### config.mk
export PLATFORM = sky130hd
export DESIGN_NAME = wishbone_classic_master
export DESIGN_NICKNAME = d
export VERILOG_FILES = /design/src/rtl/wishbone_master_pkg.sv /design/src/rtl/wb_master_timeout.sv /design/src/rtl/wishbone_classic_master.sv
export SDC_FILE = /design/constraint.sdc
export NUM_CORES = 1
export LEC_CHECK = 0
export ABC_AREA = 1
export ABC_CLOCK_PERIOD_IN_PS = 1900
export CAP_MARGIN = 30
export CORE_ASPECT_RATIO = 1.75
export CORE_MARGIN = 4
export CORE_UTILIZATION = 39
export DETAILED_ROUTE_END_ITERATION = 6
export PLACE_DENSITY = 0.79
export SLEW_MARGIN = 10
export SYNTH_ARGS = -nofsm -noshare
export SYNTH_HDL_FRONTEND = slang
export SYNTH_SLANG_ARGS = --single-unit
### constraint.sdc
create_clock -name clk -period 1.9 [get_ports clk]
set_input_delay 0.57 -clock clk [delete_from_list [all_inputs] [get_ports clk]]
set_output_delay 0.57 -clock clk [all_outputs]
set_load 0.03 [all_outputs]
### src/rtl/wishbone_master_pkg.sv
// Shared types and constants for the Wishbone classic bus initiator.
package wishbone_master_pkg;

  typedef enum logic [1:0] {
    IDLE  = 2'd0,
    WRITE = 2'd1,
    READ  = 2'd2,
    DONE  = 2'd3
  } wbm_state_t;

  // Read data returned to the requester when a cycle ends on error or timeout.
  localparam int unsigned WBM_MAX_DATA_WIDTH = 1024;
  localparam logic [WBM_MAX_DATA_WIDTH-1:0] WBM_ERR_RDATA = '0;

  // Word-to-byte address shift for a bus BUS_WIDTH bytes wide.
  function automatic int unsigned wbm_addr_shift(input int unsigned bus_width);
    return $clog2(bus_width);
  endfunction

endpackage

### src/rtl/wb_master_timeout.sv
// Open-cycle watchdog: counts cycles while the bus cycle is open and flags
// expiry on the edge that would complete TIMEOUT_CYCLES open cycles.
module wb_master_timeout #(
  parameter int unsigned TIMEOUT_CYCLES = 256
) (
  input  logic clk,
  input  logic rstn,
  input  logic i_clear,
  input  logic i_run,
  output logic o_expired
);

  localparam int unsigned CNT_W = $clog2(TIMEOUT_CYCLES + 1);

  logic [CNT_W-1:0] r_cnt;
  logic [CNT_W-1:0] w_cnt_inc;

  assign w_cnt_inc = r_cnt + CNT_W'(1);
  assign o_expired = i_run && (w_cnt_inc == CNT_W'(TIMEOUT_CYCLES));

  always_ff @(posedge clk) begin
    if (!rstn) begin
      r_cnt <= '0;
    end else if (i_clear) begin
      r_cnt <= '0;
    end else if (i_run) begin
      r_cnt <= w_cnt_inc;
    end
  end

endmodule

### src/rtl/wishbone_classic_master.sv
// Wishbone B3 classic (non-pipelined) initiator driven by up_* register requests.
// Optional open-cycle timeout enabled by defining WB_MASTER_TIMEOUT_EN.
module wishbone_classic_master
  import wishbone_master_pkg::*;
#(
  parameter int unsigned ADDRESS_WIDTH  = 32,
  parameter int unsigned BUS_WIDTH      = 4,
  parameter int unsigned TIMEOUT_CYCLES = 256
) (
  input  logic                                         clk,
  input  logic                                         rstn,
  input  logic                                         up_rreq,
  input  logic [ADDRESS_WIDTH-$clog2(BUS_WIDTH)-1:0]   up_raddr,
  output logic                                         up_rack,
  output logic [BUS_WIDTH*8-1:0]                       up_rdata,
  input  logic                                         up_wreq,
  input  logic [ADDRESS_WIDTH-$clog2(BUS_WIDTH)-1:0]   up_waddr,
  input  logic [BUS_WIDTH*8-1:0]                       up_wdata,
  output logic                                         up_wack,
  output logic                                         up_err,
  output logic                                         m_wb_cyc,
  output logic                                         m_wb_stb,
  output logic                                         m_wb_we,
  output logic [ADDRESS_WIDTH-1:0]                     m_wb_addr,
  output logic [BUS_WIDTH*8-1:0]                       m_wb_data_o,
  output logic [BUS_WIDTH-1:0]                         m_wb_sel,
  input  logic                                         m_wb_ack,
  input  logic [BUS_WIDTH*8-1:0]                       m_wb_data_i,
  input  logic                                         m_wb_err
);

  localparam int unsigned ADDR_SHIFT = wbm_addr_shift(BUS_WIDTH);
  localparam int unsigned WORD_AW    = ADDRESS_WIDTH - ADDR_SHIFT;
  localparam int unsigned DATA_W     = BUS_WIDTH * 8;

  wbm_state_t          r_state;
  wbm_state_t          w_state_nxt;
  logic                r_cyc;
  logic                w_cyc_nxt;
  logic                r_we;
  logic                w_we_nxt;
  logic [WORD_AW-1:0]  r_addr;
  logic [WORD_AW-1:0]  w_addr_nxt;
  logic [DATA_W-1:0]   r_wdata;
  logic [DATA_W-1:0]   w_wdata_nxt;
  logic [DATA_W-1:0]   r_rdata;
  logic [DATA_W-1:0]   w_rdata_nxt;
  logic                r_rack;
  logic                w_rack_nxt;
  logic                r_wack;
  logic                w_wack_nxt;
  logic                r_err;
  logic                w_err_nxt;

  logic                w_start;
  logic                w_expired;
  logic                w_resp;
  logic                w_fail;

  assign w_start = (r_state == IDLE) && (up_wreq || up_rreq);

`ifdef WB_MASTER_TIMEOUT_EN
  wb_master_timeout #(
    .TIMEOUT_CYCLES (TIMEOUT_CYCLES)
  ) u_timeout (
    .clk       (clk),
    .rstn      (rstn),
    .i_clear   (w_start),
    .i_run     (r_cyc),
    .o_expired (w_expired)
  );
`else
  // No watchdog in this build; TIMEOUT_CYCLES is kept so overrides stay legal.
  assign w_expired = (TIMEOUT_CYCLES == 0) && 1'b0;
`endif

  // A timeout coinciding with a real ack completes normally; err beats ack.
  assign w_resp = m_wb_ack || m_wb_err || w_expired;
  assign w_fail = m_wb_err || (w_expired && !m_wb_ack);

  always_comb begin
    w_state_nxt = r_state;
    w_cyc_nxt   = r_cyc;
    w_we_nxt    = r_we;
    w_addr_nxt  = r_addr;
    w_wdata_nxt = r_wdata;
    w_rdata_nxt = r_rdata;
    w_rack_nxt  = 1'b0;
    w_wack_nxt  = 1'b0;
    w_err_nxt   = 1'b0;

    unique case (r_state)
      IDLE: begin
        if (up_wreq) begin
          w_state_nxt = WRITE;
          w_cyc_nxt   = 1'b1;
          w_we_nxt    = 1'b1;
          w_addr_nxt  = up_waddr;
          w_wdata_nxt = up_wdata;
        end else if (up_rreq) begin
          w_state_nxt = READ;
          w_cyc_nxt   = 1'b1;
          w_we_nxt    = 1'b0;
          w_addr_nxt  = up_raddr;
        end
      end

      WRITE, READ: begin
        if (w_resp) begin
          w_state_nxt = DONE;
          w_cyc_nxt   = 1'b0;
          w_we_nxt    = 1'b0;
          w_err_nxt   = w_fail;
          if (r_state == READ) begin
            w_rack_nxt  = 1'b1;
            w_rdata_nxt = w_fail ? WBM_ERR_RDATA[DATA_W-1:0] : m_wb_data_i;
          end else begin
            w_wack_nxt  = 1'b1;
          end
        end
      end

      DONE: begin
        w_state_nxt = IDLE;
      end

      default: begin
        w_state_nxt = IDLE;
        w_cyc_nxt   = 1'b0;
        w_we_nxt    = 1'b0;
      end
    endcase
  end

  always_ff @(posedge clk) begin
    if (!rstn) begin
      r_state <= IDLE;
      r_cyc   <= 1'b0;
      r_we    <= 1'b0;
      r_addr  <= '0;
      r_wdata <= '0;
      r_rdata <= '0;
      r_rack  <= 1'b0;
      r_wack  <= 1'b0;
      r_err   <= 1'b0;
    end else begin
      r_state <= w_state_nxt;
      r_cyc   <= w_cyc_nxt;
      r_we    <= w_we_nxt;
      r_addr  <= w_addr_nxt;
      r_wdata <= w_wdata_nxt;
      r_rdata <= w_rdata_nxt;
      r_rack  <= w_rack_nxt;
      r_wack  <= w_wack_nxt;
      r_err   <= w_err_nxt;
    end
  end

  assign m_wb_cyc    = r_cyc;
  assign m_wb_stb    = r_cyc;
  assign m_wb_we     = r_we;
  assign m_wb_addr   = ADDRESS_WIDTH'(r_addr) << ADDR_SHIFT;
  assign m_wb_data_o = r_wdata;
  assign m_wb_sel    = '1;
  assign up_rack     = r_rack;
  assign up_wack     = r_wack;
  assign up_err      = r_err;
  assign up_rdata    = r_rdata;

endmodule

**Yosys cells after proc, flatten, opt, wreduce, memory -nomap -nowiden**

Cells that the tools add are included.

- Logic and storage cells: 41
- Output and inout bits: 106
- Register bits after elaboration: 101
- Input port bits: 130

- Reductions and logical operators: 11
- Equal/unequal tests: 5
- Multiplexer cells: 16

Operator list:

| operator | count |
|---|---|
| two-way mux 30 bit | 2 |
| two-way mux 32 bit | 1 |
| AND reduction 3 bit | 3 |
| two-way mux 1 bit | 7 |
| two-way mux 2 bit | 3 |
| one-hot mux 2 bit (3 select lines) | 1 |
| AND reduction 2 bit | 3 |
| == test 2 bit, second input constant | 2 |
| one-hot mux 1 bit (2 select lines) | 2 |
| nonzero test 2 bit | 2 |
| != test 3 bit, second input constant | 1 |
| == test 2 x 1 -> 1 bit, second input constant | 1 |
| zero test 2 bit | 1 |
| != test 2 bit, second input constant | 1 |
| OR reduction 2 bit | 1 |
| logical OR 1 bit | 1 |

**Longest topological paths before layout**

- Depth in word-level cells: 4
- Depth in mapped cells: 10
- Mapped depth without buffers: 9

**Worst setup path before layout**

OpenSTA, ideal clock, no wires.

- Path type: reg2reg
- Start: reg r_state[1]
- End: reg r_rdata[10] (netlist: up_rdata[10])
- Path slack: 0.487 ns
- Required time: 1.772 ns
- Library setup time: 0.128 ns
- Data arrival time: 1.285 ns
- Path buffers: 1
- Clock period less this slack: 1.413 ns
- Stages on the path, launching flop included: 11
- Path through: dfxtp_1 -> inv_1 -> ha_1 -> inv_2 -> nor2_4 -> nand2_4 -> inv_2 -> buf_4 -> nand2_1 -> nand2_1 -> nor2_1

- Word-level cells in the longest chain between the ends: 3
- Elaborated cells on any way between the ends: 4
- Classes of those cells: 2 x eq/ne; 2 x reduce/logical

RTL lines:

| element | RTL line | RTL |
|---|---|---|
| start, declared | wishbone_classic_master.sv:36 | `wbm_state_t r_state;` |
| start signal, assigned | wishbone_classic_master.sv:147 | `r_state <= w_state_nxt;` |
| == test 2 bit / == test 2 x 1 -> 1 bit (equally long branches) | wishbone_classic_master.sv:92, wishbone_classic_master.sv:114 |  |
| OR reduction 2 bit | wishbone_classic_master.sv:92 | `unique case (r_state)` |
| AND reduction 3 bit (no line) * | - |  |
| end signal, assigned | wishbone_classic_master.sv:152 | `r_rdata <= w_rdata_nxt;` |
| end, declared | wishbone_classic_master.sv:46 | `logic [DATA_W-1:0] r_rdata;` |

Mark *: on every way between the ends. The rest lies on a longest branch, timed or not.
A chain may end at the register's enable or synchronous reset.

**Worst setup path after layout**

- Start: reg r_rack (netlist: up_rack)
- End: out up_rack

RTL lines:

| element | RTL line | RTL |
|---|---|---|
| start, declared | wishbone_classic_master.sv:48 | `logic r_rack;` |
| start signal, assigned | wishbone_classic_master.sv:153 | `r_rack <= w_rack_nxt;` |
| end, declared | wishbone_classic_master.sv:14 | `output logic up_rack,` |

No word-level cell between the ends.

==> flow_summary.yaml <==
status:
  outcome: "complete, no violations"
sta:
  fmax_ghz: 0.535
  final_critical_path_setup_slack_ns: 0.0300
  max_slew_violations: 0
  setup_viol: 0
  period_utilization_pct: 98.4
  grt_setup_unrepaired: "no"
  final_hold_viol_count: 0
  finalClockSkew_ns: 0.00878
  period_needed_ns: 1.87
  setup-tns-final_ns: 0
global_route:
  track_usage_pct: 20.6
  globalRouteOverflowTotal: 0
  number_of_antenna_violations_at_the_first_check_in_global_routing: 1
  grt_max_degree: 34
  grt_pass1_vias: 4321
  grt_pass1_wl_mm: 20.9
final_layout:
  final_cell_area_sq_um: 6960
  multiInputGateArea_sq_um: 1930
  final_nets: 1011
  layout_cell_share_with_drive_strength_beyond_1_pct: 5.21
  count_of_non_filler_cells_in_the_finished_layout: 1014
  final.fill_count: 1018
  area_growth_syn_to_layout_pct: 60.3
  final-seq-area_sq_um: 2020
routing:
  routedWlPerCell_um: 13.1
  drt.antenna.violating_nets: 0
  drc_errors: 0
  wl_met2_mm: 6.76
  met1Wirelength_mm: 4.84
  vias_per_cell: 4.55
  wl_met3_um: 984
  dr.pass1.iters: 4
  dr_total_vias: 4611
  top_layer: "met4"
  sum_of_routed_wire_length_over_all_layers_mm: 13.2
  detail_route.iter0.violations: 158
critical_path:
  worst_setup_sp_type: "flip-flop"
  critical-path-top-delay-family: "buffers and inverters"
  timing.critical_path.to_type: "output pin"
  worstPathBufferInverterCount: 1
  max_stage_delay_ns: 0.66
  crit_fanout: 1
  path_cells: "clkdlybuf4s50_1"
  timing.critical_path.slowest_stage_cell: "sky130_fd_sc_hd__clkdlybuf4s50_1"
  timing_worst_setup_path_type: "reg2out"
  critical_path_arrival_ns: 1.30
  crit_required_ns: 1.33
clock_network:
  clock_path_buffers: 2
  tritoncts: "built"
  cts.hold.buffers_added: 0
  clock_sink_count: 101
  ctsRootBufferMaster: "sky130_fd_sc_hd__clkbuf_16"
  cts_inserted_buffers: 9
  worstSkewPairLatency_ns: 0.35
  cts.reportedPaths.clkPinSlew_ns: 0.06
  htreeDepth: 3
  number_of_buffers_inserted_to_repair_setup_after_cts: 0
logic_synthesis:
  ys_types: 21
  synth-warning-count: 0
  syn-mean-instance-area_sq_um: 6.58
  syn-instance-count: 660
  postSynth.asyncResetShare_pct: 0
  flop_and_latch_count_out_of_synthesis: 101
  synth_ff_type: "sky130_fd_sc_hd__dfxtp_1"
  synth_seq_area_share_pct: 46.6
  synth_area_sq_um: 4340
  synth_enable_flop_cells: 0
floorplan:
  die_width_um: 87.8
  core_sq_um: 10800
  core.rowCount: 50
  initial_core_utilization_pct: 40.1
  io_pins: 236
  dieArea_sq_um: 13000
  die-height_um: 148
place:
  placement.io_buffers: 229
  gpl.final_weighted_congestion: 0.882
  placement.setup.worst_slack_ns: -0.0191
  place.detailed.instances: 997
  postPlaceCellArea_sq_um: 6780
  hpwl_mm: 10.1
min_path:
  holdCritPathClass: "reg2reg"
pwr:
  vdd.ir_drop.worst_mv: 0.712
  power_per_cell_area_nw_per_um2: 1020
  cellLeakagePower_uw: 0.00352
  p_total_uw: 7070
run:
  max_cap_violations: 0
[routing by layer]
layer	vias to the layer above	GRT usage, %
li1	2412	-
met1	1995	21.1
met2	163	36.2
met3	41	5.30
met4	0	12.4
met5	-	0
[cells in the final DEF (no fill, tap or decap), drive strengths merged]
| cell | count |
|---|---|
| nand2 | 231 |
| nor2 | 161 |
| clkdlybuf4s50 | 129 |
| dfxtp | 101 |
| dlygate4sd2 | 99 |
| o21ai | 64 |
| inv | 46 |
| buf | 20 |
| clkbuf | 9 |
| conb | 6 |
| a21oi | 5 |
| nand3 | 4 |
| ha | 3 |
| clkinv | 3 |
| diode | 1 |
| clkinvlp | 1 |
| bufinv | 1 |
[final cells by class]
type,count,share of cell area (%)
Sequential cell,101,29.0
Timing Repair Buffer,248,34.2
Clock inverter,7,1.06
Inverter,44,2.37
Multi-Input combinational cell,474,27.7
Antenna cell,1,0.0360
Clock buffer,9,3.24
Tap cell,130,2.34
[per-stage QoR]
step / hold slack [ns] / utilization (%)
detailed placement: 0.454 / 62.7
global route: 0.497 / 64.3
floorplan: 0.444 / -
CTS: 0.465 / 64.3
global placement: 0.451 / 62.7
finish: 0.464 / 64.3
[power by group]
group	internal, uW	switching, uW
clock	1030	819
combinational	969	1630
sequential	2470	160
[sequential cells by signal, indices dropped and copies added (netlist names)]
register     count
up_rack          1
m_wb_cyc         1
r_state          2
m_wb_we          1
up_err           1
up_rdata        32
r_addr          30
up_wack          1
m_wb_data_o     32
[cells in the mapped netlist, types with 2 or more instances]
| library cell | n | share of area, % |
|---|---|---|
| sky130_fd_sc_hd__conb_1 | 2 | 0.17 |
| sky130_fd_sc_hd__dfxtp_1 | 101 | 47 |
| sky130_fd_sc_hd__nor2_1 | 159 | 14 |
| sky130_fd_sc_hd__clkbuf_1 | 15 | 1.3 |
| sky130_fd_sc_hd__o21ai_0 | 35 | 4.0 |
| sky130_fd_sc_hd__buf_4 | 13 | 2.2 |
| sky130_fd_sc_hd__a21oi_1 | 4 | 0.46 |
| sky130_fd_sc_hd__buf_1 | 3 | 0.26 |
| sky130_fd_sc_hd__o21ai_1 | 29 | 3.3 |
| sky130_fd_sc_hd__buf_2 | 13 | 1.5 |
| sky130_fd_sc_hd__ha_1 | 3 | 0.86 |
| sky130_fd_sc_hd__nand3_1 | 4 | 0.46 |
| sky130_fd_sc_hd__inv_1 | 39 | 3.4 |
| sky130_fd_sc_hd__inv_2 | 5 | 0.43 |
| sky130_fd_sc_hd__nand2_1 | 229 | 20 |
[path summary, 6_finish.rpt]
path                      startpoint                        end  slack, ns  cells past startpoint
min reg2reg  r_state[0]$_SDFFE_PN0P_    r_state[0]$_SDFFE_PN0P_       0.46                      2
max               up_rack$_SDFF_PN0_                    up_rack       0.03                      1
min          r_state[0]$_SDFFE_PN0P_    r_state[0]$_SDFFE_PN0P_       0.46                      2
max reg2reg  r_state[1]$_SDFFE_PN0P_  up_rdata[25]$_SDFFE_PN0P_       0.35                     10
[cell families after synthesis]
group	after synthesis	share of synthesized area [%]
AO/OA/AOI/OAI	69	8.21
adder cells (fa/ha/maj)	3	0.865
buffers and inverters	89	9.37
flip-flops	101	46.6
other	2	0.173
AND/OR/NAND/NOR	396	34.8
[timing repair]
item | in CTS | in global routing
hold endpoints to repair | 0 | 0
endpoints found under the setup margin | 99 | 0
gates resized for setup | 99 | 0
Power figures use the tool's default switching activity.
